$ cat config.mk
export PLATFORM = sky130hd
export DESIGN_NAME = note_sprite_renderer
export DESIGN_NICKNAME = d
export VERILOG_FILES = /design/src/rtl/note_gfx_pkg.sv /design/src/rtl/note_slot_table.sv /design/src/rtl/note_sprite_renderer.sv
export SDC_FILE = /design/constraint.sdc
export NUM_CORES = 1
export LEC_CHECK = 0
export BUFFER_PORTS_ARGS = -buffer_cell sky130_fd_sc_hd__buf_2
export CORE_MARGIN = 2
export CORE_UTILIZATION = 50
export DETAILED_ROUTE_END_ITERATION = 10
export PLACE_DENSITY = 0.69
export SLEW_MARGIN = 5
export SYNTH_ARGS = -nofsm -noshare
export SYNTH_HDL_FRONTEND = slang
export SYNTH_SLANG_ARGS = --single-unit
$ cat constraint.sdc
create_clock -name clk -period 3.3 [get_ports clk]
set_input_delay 0.66 -clock clk [delete_from_list [all_inputs] [get_ports clk]]
set_output_delay 0.66 -clock clk [all_outputs]
set_load 0.02 [all_outputs]
$ cat src/rtl/note_gfx_pkg.sv
// Shared constants and types for the note-sprite renderer.
// Build option: define SPRITE_BORDER_EN to draw a 1-px outline around enabled sprite boxes.
package note_gfx_pkg;

    localparam int unsigned DEF_SPRITE_WIDTH    = 8;
    localparam int unsigned DEF_SPRITE_HEIGHT   = 8;
    localparam int unsigned DEF_NUM_SPRITES     = 8;
    localparam int unsigned DEF_NUM_SLOTS       = 8;
    localparam int unsigned DEF_SCALE_LOG2      = 2;
    localparam int unsigned DEF_SLOT_PITCH_LOG2 = 6;
    localparam int unsigned DEF_ORIGIN_X        = 64;
    localparam int unsigned DEF_ORIGIN_Y        = 200;
    localparam int unsigned DEF_H_BITS          = 10;
    localparam int unsigned DEF_V_BITS          = 10;

    localparam int unsigned SPRITE_IDX_W = $clog2(DEF_NUM_SPRITES);
    localparam int unsigned SLOT_IDX_W   = $clog2(DEF_NUM_SLOTS);
    localparam int unsigned ADDR_W       =
        $clog2(DEF_NUM_SPRITES * DEF_SPRITE_WIDTH * DEF_SPRITE_HEIGHT);
    localparam int unsigned RGB_W        = 12;

    localparam logic [RGB_W-1:0] DEF_FG_COLOR     = 12'hFFF;
    localparam logic [RGB_W-1:0] DEF_BG_COLOR     = 12'h000;
    localparam logic [RGB_W-1:0] DEF_BORDER_COLOR = 12'hF00;

    typedef struct packed {
        logic                    en;
        logic [SPRITE_IDX_W-1:0] sprite;
    } slot_t;

endpackage

$ cat src/rtl/note_slot_table.sv
// Double-buffered slot table: writes land in a shadow copy that is committed to the
// active copy on the cycle after a vsync rising edge, so a frame never changes mid-scan.
module note_slot_table
    import note_gfx_pkg::*;
#(
    parameter int unsigned NUM_SLOTS = DEF_NUM_SLOTS,
    localparam int unsigned SLOT_B   = $clog2(NUM_SLOTS)
) (
    input  logic                       clk,
    input  logic                       reset,
    input  logic                       vsync,
    input  logic                       slot_we,
    input  logic [SLOT_B-1:0]          slot_idx,
    input  logic [SPRITE_IDX_W-1:0]    slot_sprite,
    input  logic                       slot_en,
    output logic                       slot_ready,
    output slot_t [NUM_SLOTS-1:0]      active_tbl
);

    logic                  vsync_q;
    logic                  commit_q;
    logic                  ready_q;
    slot_t [NUM_SLOTS-1:0] shadow_q;
    slot_t [NUM_SLOTS-1:0] active_q;

    // Writes are refused during the commit cycle so the copy sees a stable shadow.
    assign slot_ready = ready_q & ~commit_q;
    assign active_tbl = active_q;

    always_ff @(posedge clk or negedge reset) begin
        if (!reset) begin
            vsync_q  <= 1'b0;
            commit_q <= 1'b0;
            ready_q  <= 1'b0;
            shadow_q <= '0;
            active_q <= '0;
        end else begin
            vsync_q  <= vsync;
            commit_q <= vsync & ~vsync_q;
            ready_q  <= 1'b1;
            if (slot_we && slot_ready) begin
                shadow_q[slot_idx] <= slot_t'{en: slot_en, sprite: slot_sprite};
            end
            if (commit_q) begin
                active_q <= shadow_q;
            end
        end
    end

endmodule

$ cat src/rtl/note_sprite_renderer.sv
// Renders a row of note sprites from a 1-bit bitmap memory with a fixed 3-cycle latency.
// Build option: SPRITE_BORDER_EN adds a BORDER_COLOR outline around each enabled sprite box.
module note_sprite_renderer
    import note_gfx_pkg::*;
#(
    parameter int unsigned SPRITE_WIDTH    = DEF_SPRITE_WIDTH,
    parameter int unsigned SPRITE_HEIGHT   = DEF_SPRITE_HEIGHT,
    parameter int unsigned NUM_SPRITES     = DEF_NUM_SPRITES,
    parameter int unsigned NUM_SLOTS       = DEF_NUM_SLOTS,
    parameter int unsigned SCALE_LOG2      = DEF_SCALE_LOG2,
    parameter int unsigned SLOT_PITCH_LOG2 = DEF_SLOT_PITCH_LOG2,
    parameter int unsigned ORIGIN_X        = DEF_ORIGIN_X,
    parameter int unsigned ORIGIN_Y        = DEF_ORIGIN_Y,
    parameter int unsigned H_BITS          = DEF_H_BITS,
    parameter int unsigned V_BITS          = DEF_V_BITS,
    parameter logic [11:0] FG_COLOR        = DEF_FG_COLOR,
    parameter logic [11:0] BG_COLOR        = DEF_BG_COLOR
`ifdef SPRITE_BORDER_EN
    ,
    parameter logic [11:0] BORDER_COLOR    = DEF_BORDER_COLOR
`endif
) (
    input  logic                                                     clk,
    input  logic                                                     reset,
    input  logic [H_BITS-1:0]                                        pix_x,
    input  logic [V_BITS-1:0]                                        pix_y,
    input  logic                                                     pix_active,
    input  logic                                                     pix_hsync,
    input  logic                                                     pix_vsync,
    input  logic                                                     slot_we,
    input  logic [$clog2(NUM_SLOTS)-1:0]                             slot_idx,
    input  logic [$clog2(NUM_SPRITES)-1:0]                           slot_sprite,
    input  logic                                                     slot_en,
    output logic                                                     slot_ready,
    output logic [$clog2(NUM_SPRITES*SPRITE_WIDTH*SPRITE_HEIGHT)-1:0] mem_rd_addr,
    input  logic                                                     mem_data,
    output logic [11:0]                                              rgb,
    output logic                                                     out_hsync,
    output logic                                                     out_vsync,
    output logic                                                     out_active
);

    localparam int unsigned COL_B   = $clog2(SPRITE_WIDTH);
    localparam int unsigned ROW_B   = $clog2(SPRITE_HEIGHT);
    localparam int unsigned SLOT_B  = $clog2(NUM_SLOTS);
    localparam int unsigned A_W     = $clog2(NUM_SPRITES * SPRITE_WIDTH * SPRITE_HEIGHT);
    localparam int unsigned SLOTN_W = H_BITS - SLOT_PITCH_LOG2;
    localparam int unsigned OFF_W   = SLOT_PITCH_LOG2 + 1;
    localparam int unsigned BOX_W   = SPRITE_WIDTH << SCALE_LOG2;
    localparam int unsigned BOX_H   = SPRITE_HEIGHT << SCALE_LOG2;

    slot_t [NUM_SLOTS-1:0] active_tbl;

    note_slot_table #(
        .NUM_SLOTS (NUM_SLOTS)
    ) u_slot_table (
        .clk         (clk),
        .reset       (reset),
        .vsync       (pix_vsync),
        .slot_we     (slot_we),
        .slot_idx    (slot_idx),
        .slot_sprite (slot_sprite),
        .slot_en     (slot_en),
        .slot_ready  (slot_ready),
        .active_tbl  (active_tbl)
    );

    logic [H_BITS-1:0]          rx;
    logic [V_BITS-1:0]          ry;
    logic [SLOTN_W-1:0]         slot_raw;
    logic [SLOT_PITCH_LOG2-1:0] off;
    logic [COL_B-1:0]           col;
    logic [ROW_B-1:0]           row;
    slot_t                      ent;
    logic                       hit_d;
    logic [A_W-1:0]             addr_d;

    // Origin compares are done on the raw coordinates so the subtraction never wraps into a hit.
    always_comb begin
        rx       = pix_x - H_BITS'(ORIGIN_X);
        ry       = pix_y - V_BITS'(ORIGIN_Y);
        slot_raw = rx[H_BITS-1:SLOT_PITCH_LOG2];
        off      = rx[SLOT_PITCH_LOG2-1:0];
        ent      = active_tbl[slot_raw[SLOT_B-1:0]];
        col      = off[SCALE_LOG2 +: COL_B];
        row      = ry[SCALE_LOG2 +: ROW_B];
        hit_d    = pix_active
                 && (pix_x >= H_BITS'(ORIGIN_X))
                 && (pix_y >= V_BITS'(ORIGIN_Y))
                 && (slot_raw < SLOTN_W'(NUM_SLOTS))
                 && ({1'b0, off} < OFF_W'(BOX_W))
                 && (ry < V_BITS'(BOX_H))
                 && ent.en;
        addr_d   = hit_d ? {ent.sprite, row, col} : '0;
    end

`ifdef SPRITE_BORDER_EN
    logic border_d;
    logic border1_q;
    logic border2_q;

    always_comb begin
        border_d = hit_d && ((off == '0) || ({1'b0, off} == OFF_W'(BOX_W - 1))
                          || (ry == '0) || (ry == V_BITS'(BOX_H - 1)));
    end
`endif

    logic        v1_q, hit1_q, act1_q, hs1_q, vs1_q;
    logic        v2_q, hit2_q, act2_q, hs2_q, vs2_q;
    logic [11:0] rgb_d;

    always_comb begin
        rgb_d = '0;
        if (v2_q && act2_q) begin
            rgb_d = (hit2_q && mem_data) ? FG_COLOR : BG_COLOR;
`ifdef SPRITE_BORDER_EN
            if (border2_q) rgb_d = BORDER_COLOR;
`endif
        end
    end

    always_ff @(posedge clk or negedge reset) begin
        if (!reset) begin
            v1_q        <= 1'b0;
            hit1_q      <= 1'b0;
            act1_q      <= 1'b0;
            hs1_q       <= 1'b0;
            vs1_q       <= 1'b0;
            mem_rd_addr <= '0;
            v2_q        <= 1'b0;
            hit2_q      <= 1'b0;
            act2_q      <= 1'b0;
            hs2_q       <= 1'b0;
            vs2_q       <= 1'b0;
            rgb         <= '0;
            out_hsync   <= 1'b0;
            out_vsync   <= 1'b0;
            out_active  <= 1'b0;
        end else begin
            v1_q        <= 1'b1;
            hit1_q      <= hit_d;
            act1_q      <= pix_active;
            hs1_q       <= pix_hsync;
            vs1_q       <= pix_vsync;
            mem_rd_addr <= addr_d;
            v2_q        <= v1_q;
            hit2_q      <= hit1_q;
            act2_q      <= act1_q;
            hs2_q       <= hs1_q;
            vs2_q       <= vs1_q;
            rgb         <= rgb_d;
            out_hsync   <= v2_q & hs2_q;
            out_vsync   <= v2_q & vs2_q;
            out_active  <= v2_q & act2_q;
        end
    end

`ifdef SPRITE_BORDER_EN
    always_ff @(posedge clk or negedge reset) begin
        if (!reset) begin
            border1_q <= 1'b0;
            border2_q <= 1'b0;
        end else begin
            border1_q <= border_d;
            border2_q <= border1_q;
        end
    end
`endif

endmodule

# Yosys cells after proc, flatten, opt, wreduce, memory -nomap -nowiden
# Cells that the tools add are included.
op_classes:
  n_addsub: 2
  n_lt_le_gt_ge: 8
  n_mux: 8
  bitwise: 7
  n_reduce_logical: 10
op_table:
  columns: ["cell", "n"]
  rows:
  - ["$bwmux 32", 1]
  - ["$mux 12", 2]
  - ["$bmux 4 s3", 1]
  - ["$demux 4 s3", 1]
  - ["$ge 10x7->1 const B", 1]
  - ["$ge 10x8->1 const B", 1]
  - ["$logic_and 1x1->1", 10]
  - ["$lt 10x6->1 const B", 1]
  - ["$sub 10x7->10 const B", 1]
  - ["$sub 10x8->10 const B", 1]
  - ["$mux 9", 1]
  - ["$lt 3x4->1 const B", 2]
  - ["$mux 4", 2]
  - ["$lt 6x6->1 const B", 1]
  - ["$and 1x1->1", 5]
  - ["$lt 4x4->1 const B", 1]
  - ["$ge 3x1->1 const B", 1]
  - ["$not 1->1", 2]
totals:
  ff_bits: 99
  inputBits: 34
  output_inout_bits: 25
  elab_cells: 83

# Logic depth before layout (Yosys ltp)
depth:
  depth_word: 8
  mapped_depth: 8
  depth_no_buf: 7

# Hierarchy
# From an unflattened synthesis, not the netlist that was laid out.
hier_totals:
  cells_unflattened: 278
  area_unflattened_um2: 3935.0
by_module_without_submodules:
  columns: ["module", "instances", "cells_per_inst", "area_per_inst_um2", "seq_area_each_um2"]
  rows:
  - ["note_slot_table", 1, 151, 2534.9, 1676.6]
  - ["note_sprite_renderer", 1, 127, 1400.1, 575.6]

# Worst setup path before layout
# OpenSTA, ideal clock, no wires.
synth_timing:
  path_kind: "input to register"
  from: "in pix_x[6]"
  to: "reg mem_rd_addr[6]"
  setup_time_ps: 123
  arrival_time_ps: 2189
  required_ps: 3177
  path_slack_ps: 988
  cell_stages: 8
  n_path_buf: 2
  path_cell_list: "buf_6 inv_1 ha_1 buf_1 mux4_2 mux2_2 nand3_4 nor3_2"
synth_between:
  elab_chain_len: 8
  elab_cells_between_ends: 12
  classes_between: "1 x add/sub; 2 x order compare; 3 x mux; 6 x reduce/logical"
synth_lines:
  columns: ["item", "line_no", "text"]
  rows:
  - ["start: declaration", "note_sprite_renderer.sv:25", "input logic [H_BITS-1:0] pix_x,"]
  - ["parallel branches: the longest is 7 deep, another holds $sub 10x7->10", null, null]
  - ["$mux 9 (*)", "note_sprite_renderer.sv:94", "addr_d = hit_d ? {ent.sprite, row, col} : '0;"]
  - ["named net addr_d[6]", "note_sprite_renderer.sv:76", "logic [A_W-1:0] addr_d;"]
  - ["end signal: assignment", "note_sprite_renderer.sv:145", "mem_rd_addr <= addr_d;"]
  - ["end: declaration", "note_sprite_renderer.sv:35", "output logic [$clog2(NUM_SPRITES*SPRITE_WIDTH*SPRITE_HEIGHT)-1:0] mem_rd_addr,"]
# Mark *: on every way through the listed nets, which the timed path passes. The select of a mux whose other input is x is not followed.
# A chain may end at the register's enable or synchronous reset.

# Worst setup path after layout
layout_timing:
  from: "in pix_x[6]"
  to: "reg mem_rd_addr[7]"
# The elaborated chain is that of the path after synthesis.

==> summary.txt <==
GRT
  • GR Util met3: 0.0587
  • Overflow after GRT: 0
  • Largest net degree at the start of global routing: 89
  • Gr usage total: 0.173
  • Vias in the first global route: 2122
  • Top Usage Layer GRT: met2
  • Met1 usage: 0.243
  • Global-route wire length before repair: 10700 um
  • Initial antenna violation count: 0
  • Met2 usage: 0.256

Synthesis
  • Synth top area cells: dfrtp_1, mux2_2, mux4_2
  • Cell type with the largest total area after synthesis: dfrtp_1
  • Syn avg cell area: 15.3 um^2
  • Net Count, Synth: 279
  • Top_reg_cell synth: dfrtp_1
  • Ys async rst share: 1.00
  • Top cells by count, synth: dfrtp_1, mux2_2, buf_4
  • Distinct cells, synth: 34
  • Post-Syn Instances: 243
  • Number of flops mapped to enable cells by yosys: 0
  • Most common cell in the netlist: dfrtp_1
  • Seq/Total Area, Yosys: 0.592
  • Synth warn: 0
  • Post-synthesis register bit count: 88
  • Synthesized cell area: 3720 um^2
  • Top-area cell type share of the netlist area: 0.592

Clocking
  • Clock Latency Late Sink: 0.35 ns
  • Clock Sinks: 88
  • Clock Path Buffers: 2
  • CTS tree: yes
  • Total CTS buffers: 9
  • Depth of the CTS H-tree: 3
  • CTS resizes: 0
  • Clock-pin slew on the worst setup and hold paths: 0.08 ns
  • Postcts setup bufs: 0
  • CTS Root Cell: clkbuf_8
  • # hold bufs at CTS: 0

Detailed routing
  • WL final: 6390 um
  • Detailed Routing Iterations Pass 1: 4
  • WL/cell: 16.1 um
  • First-iteration detailed-routing DRC count: 85
  • Vias/cell: 5.18
  • DRT antenna net count: 0
  • DRC: 0
  • Vias: 2062

Placement
  • Post-DP Area: 4020 um^2
  • DP Wirelength: 4270 um
  • # placed instances: 383
  • GP Congestion: 0.748
  • Setup WS pre-CTS: 0.841 ns
  • Input/output buffers: 56

Critical path
  • Crit path capture: mem_rd_addr[7]
  • Critical path arrival: 2.27 ns
  • Worst Setup SP: pix_x[6]
  • Crit-path max FO: 10
  • Critical path data required time: 3.52 ns
  • CP Launch Type: primary input
  • Reg2reg setup slack: 1.25 ns
  • R2r worst-path depth: 4
  • Critical path endpoint category: flop
  • CP Class: primary input to flop
  • R2r startpoint: u_slot_table.commit_q
  • RR Endpoint: u_slot_table.shadow_q[23]

Power and ir drop
  • Worst VDD drop: 367 uV
  • Leak pwr: 1.99 nW
  • Power density cells: 590 nW/um^2

Floorplanning
  • Die area: 8140 um^2
  • Starting Density: 0.515
  • Die width: 90.2 um
  • Die Span Y: 90.2 um
  • Boundary Pins: 59
  • Core box area: 7210 um^2
  • Site Rows: 31

Timing
  • Worst slew pin tran: 1.08 ns
  • Final number of setup-violating endpoints: 0
  • RSZ-0062 raised after global routing: false
  • Final worst path period need: 2.06 ns
  • Worst slew margin: 0.280
  • Fin Setup TNS: 0 ns
  • Post-Route Skew: 0.00930 ns
  • Final hold vios: 0
  • Setup ws final: 1.24 ns
  • Fmax: 0.486 GHz
  • Slew Viols, Final: 0
  • Final period util: 0.623
  • Fin Hold WS: 0.354 ns

Cells and area
  • Antenna diodes: 0
  • Post-route cell area: 4200 um^2
  • Nets: 331
  • Area delta synth->final: 12.9%
  • Share of layout cells above drive strength 1: 0.535
  • Final std cells w/o fill: 398

Run status
  • Outcome: complete, no violations

Job
  • Max Cap Viol: 0

Hold path
  • Hold WC Path Type: flop to flop
worst max-delay path: stages:
cell	delay [ns]
buf_2	0.11
inv_1	0.05
ha_1	0.53
mux4_2	0.38
mux2_2	0.31
nand3_4	0.16
nor3_2	0.07
layout by cell type (no fill, tap or decap), drive strengths merged:
cell type and n:
a31oi 2, a211o 1, nand4 2, dfrtp 88
mux4 8, nor3 13, and3 1, ha 2
nand2b 1, buf 59, mux2 65, nor2b 2
and2 3, nor4 1, xor2 4, clkinvlp 1
nor4bb 1, nand2 3, conb 1, nand3b 2
nor2 4, o211ai 1, clkbuf 11, inv 8
xnor2 1, nor4b 1, nand3 3, nor3b 2
or3 1, clkinv 3, mux2i 4
kinds of logic after synthesis:
family                     Yosys count  synth area share
muxes                               77             0.256
DFF                                 88             0.592
and+or+nand+nor                     40            0.0808
xor gates and xnor gates             5            0.0118
AOI/OAI and AO/OA                    4           0.00774
buffers and inverters               26            0.0434
adders and majority gates            2           0.00673
other                                1           0.00101
power by group:
part           switching (mW)  internal [mW]  leakage (nW)
Combinational           0.159          0.256         0.785
Sequential              0.101           1.30          1.11
Clock                   0.353          0.312        0.0914
routing by layer:
| metal | wire, um | vias up |
|---|---|---|
| met5 | 0 | - |
| met3 | 374 | 8 |
| met4 | 81 | 0 |
| met1 | 2940 | 1033 |
| met2 | 3000 | 62 |
| li1 | - | 959 |
metrics by stage:
stage	total power, mW	util
after global routing	2.62	0.582
after global placement	1.82	0.557
after detailed placement	1.84	0.557
after CTS	2.52	0.582
after floorplan	1.71	-
final	2.48	0.582
layout make-up:
type                    count  area (um^2)
clock inverters             4         30.0
flip-flops and latches     88         2200
inverters                   8         30.0
clock buffers              11          151
fillers                   615         3020
repair buffers             59          305
well taps                  99          124
multi-input cells         129         1350
worst min-delay path by stage:
stage	cells past startpoint	start	slack, ns	endpoint
after detailed placement	0	act1_q	0.34	act2_q
after floorplan	0	act1_q	0.33	act2_q
after CTS	0	hs1_q	0.35	hs2_q
after global routing	0	hs1_q	0.36	hs2_q
final	0	hs1_q	0.35	hs2_q
after global placement	0	hs1_q	0.33	hs2_q
Note: power is estimated with default switching activity, not from simulation.
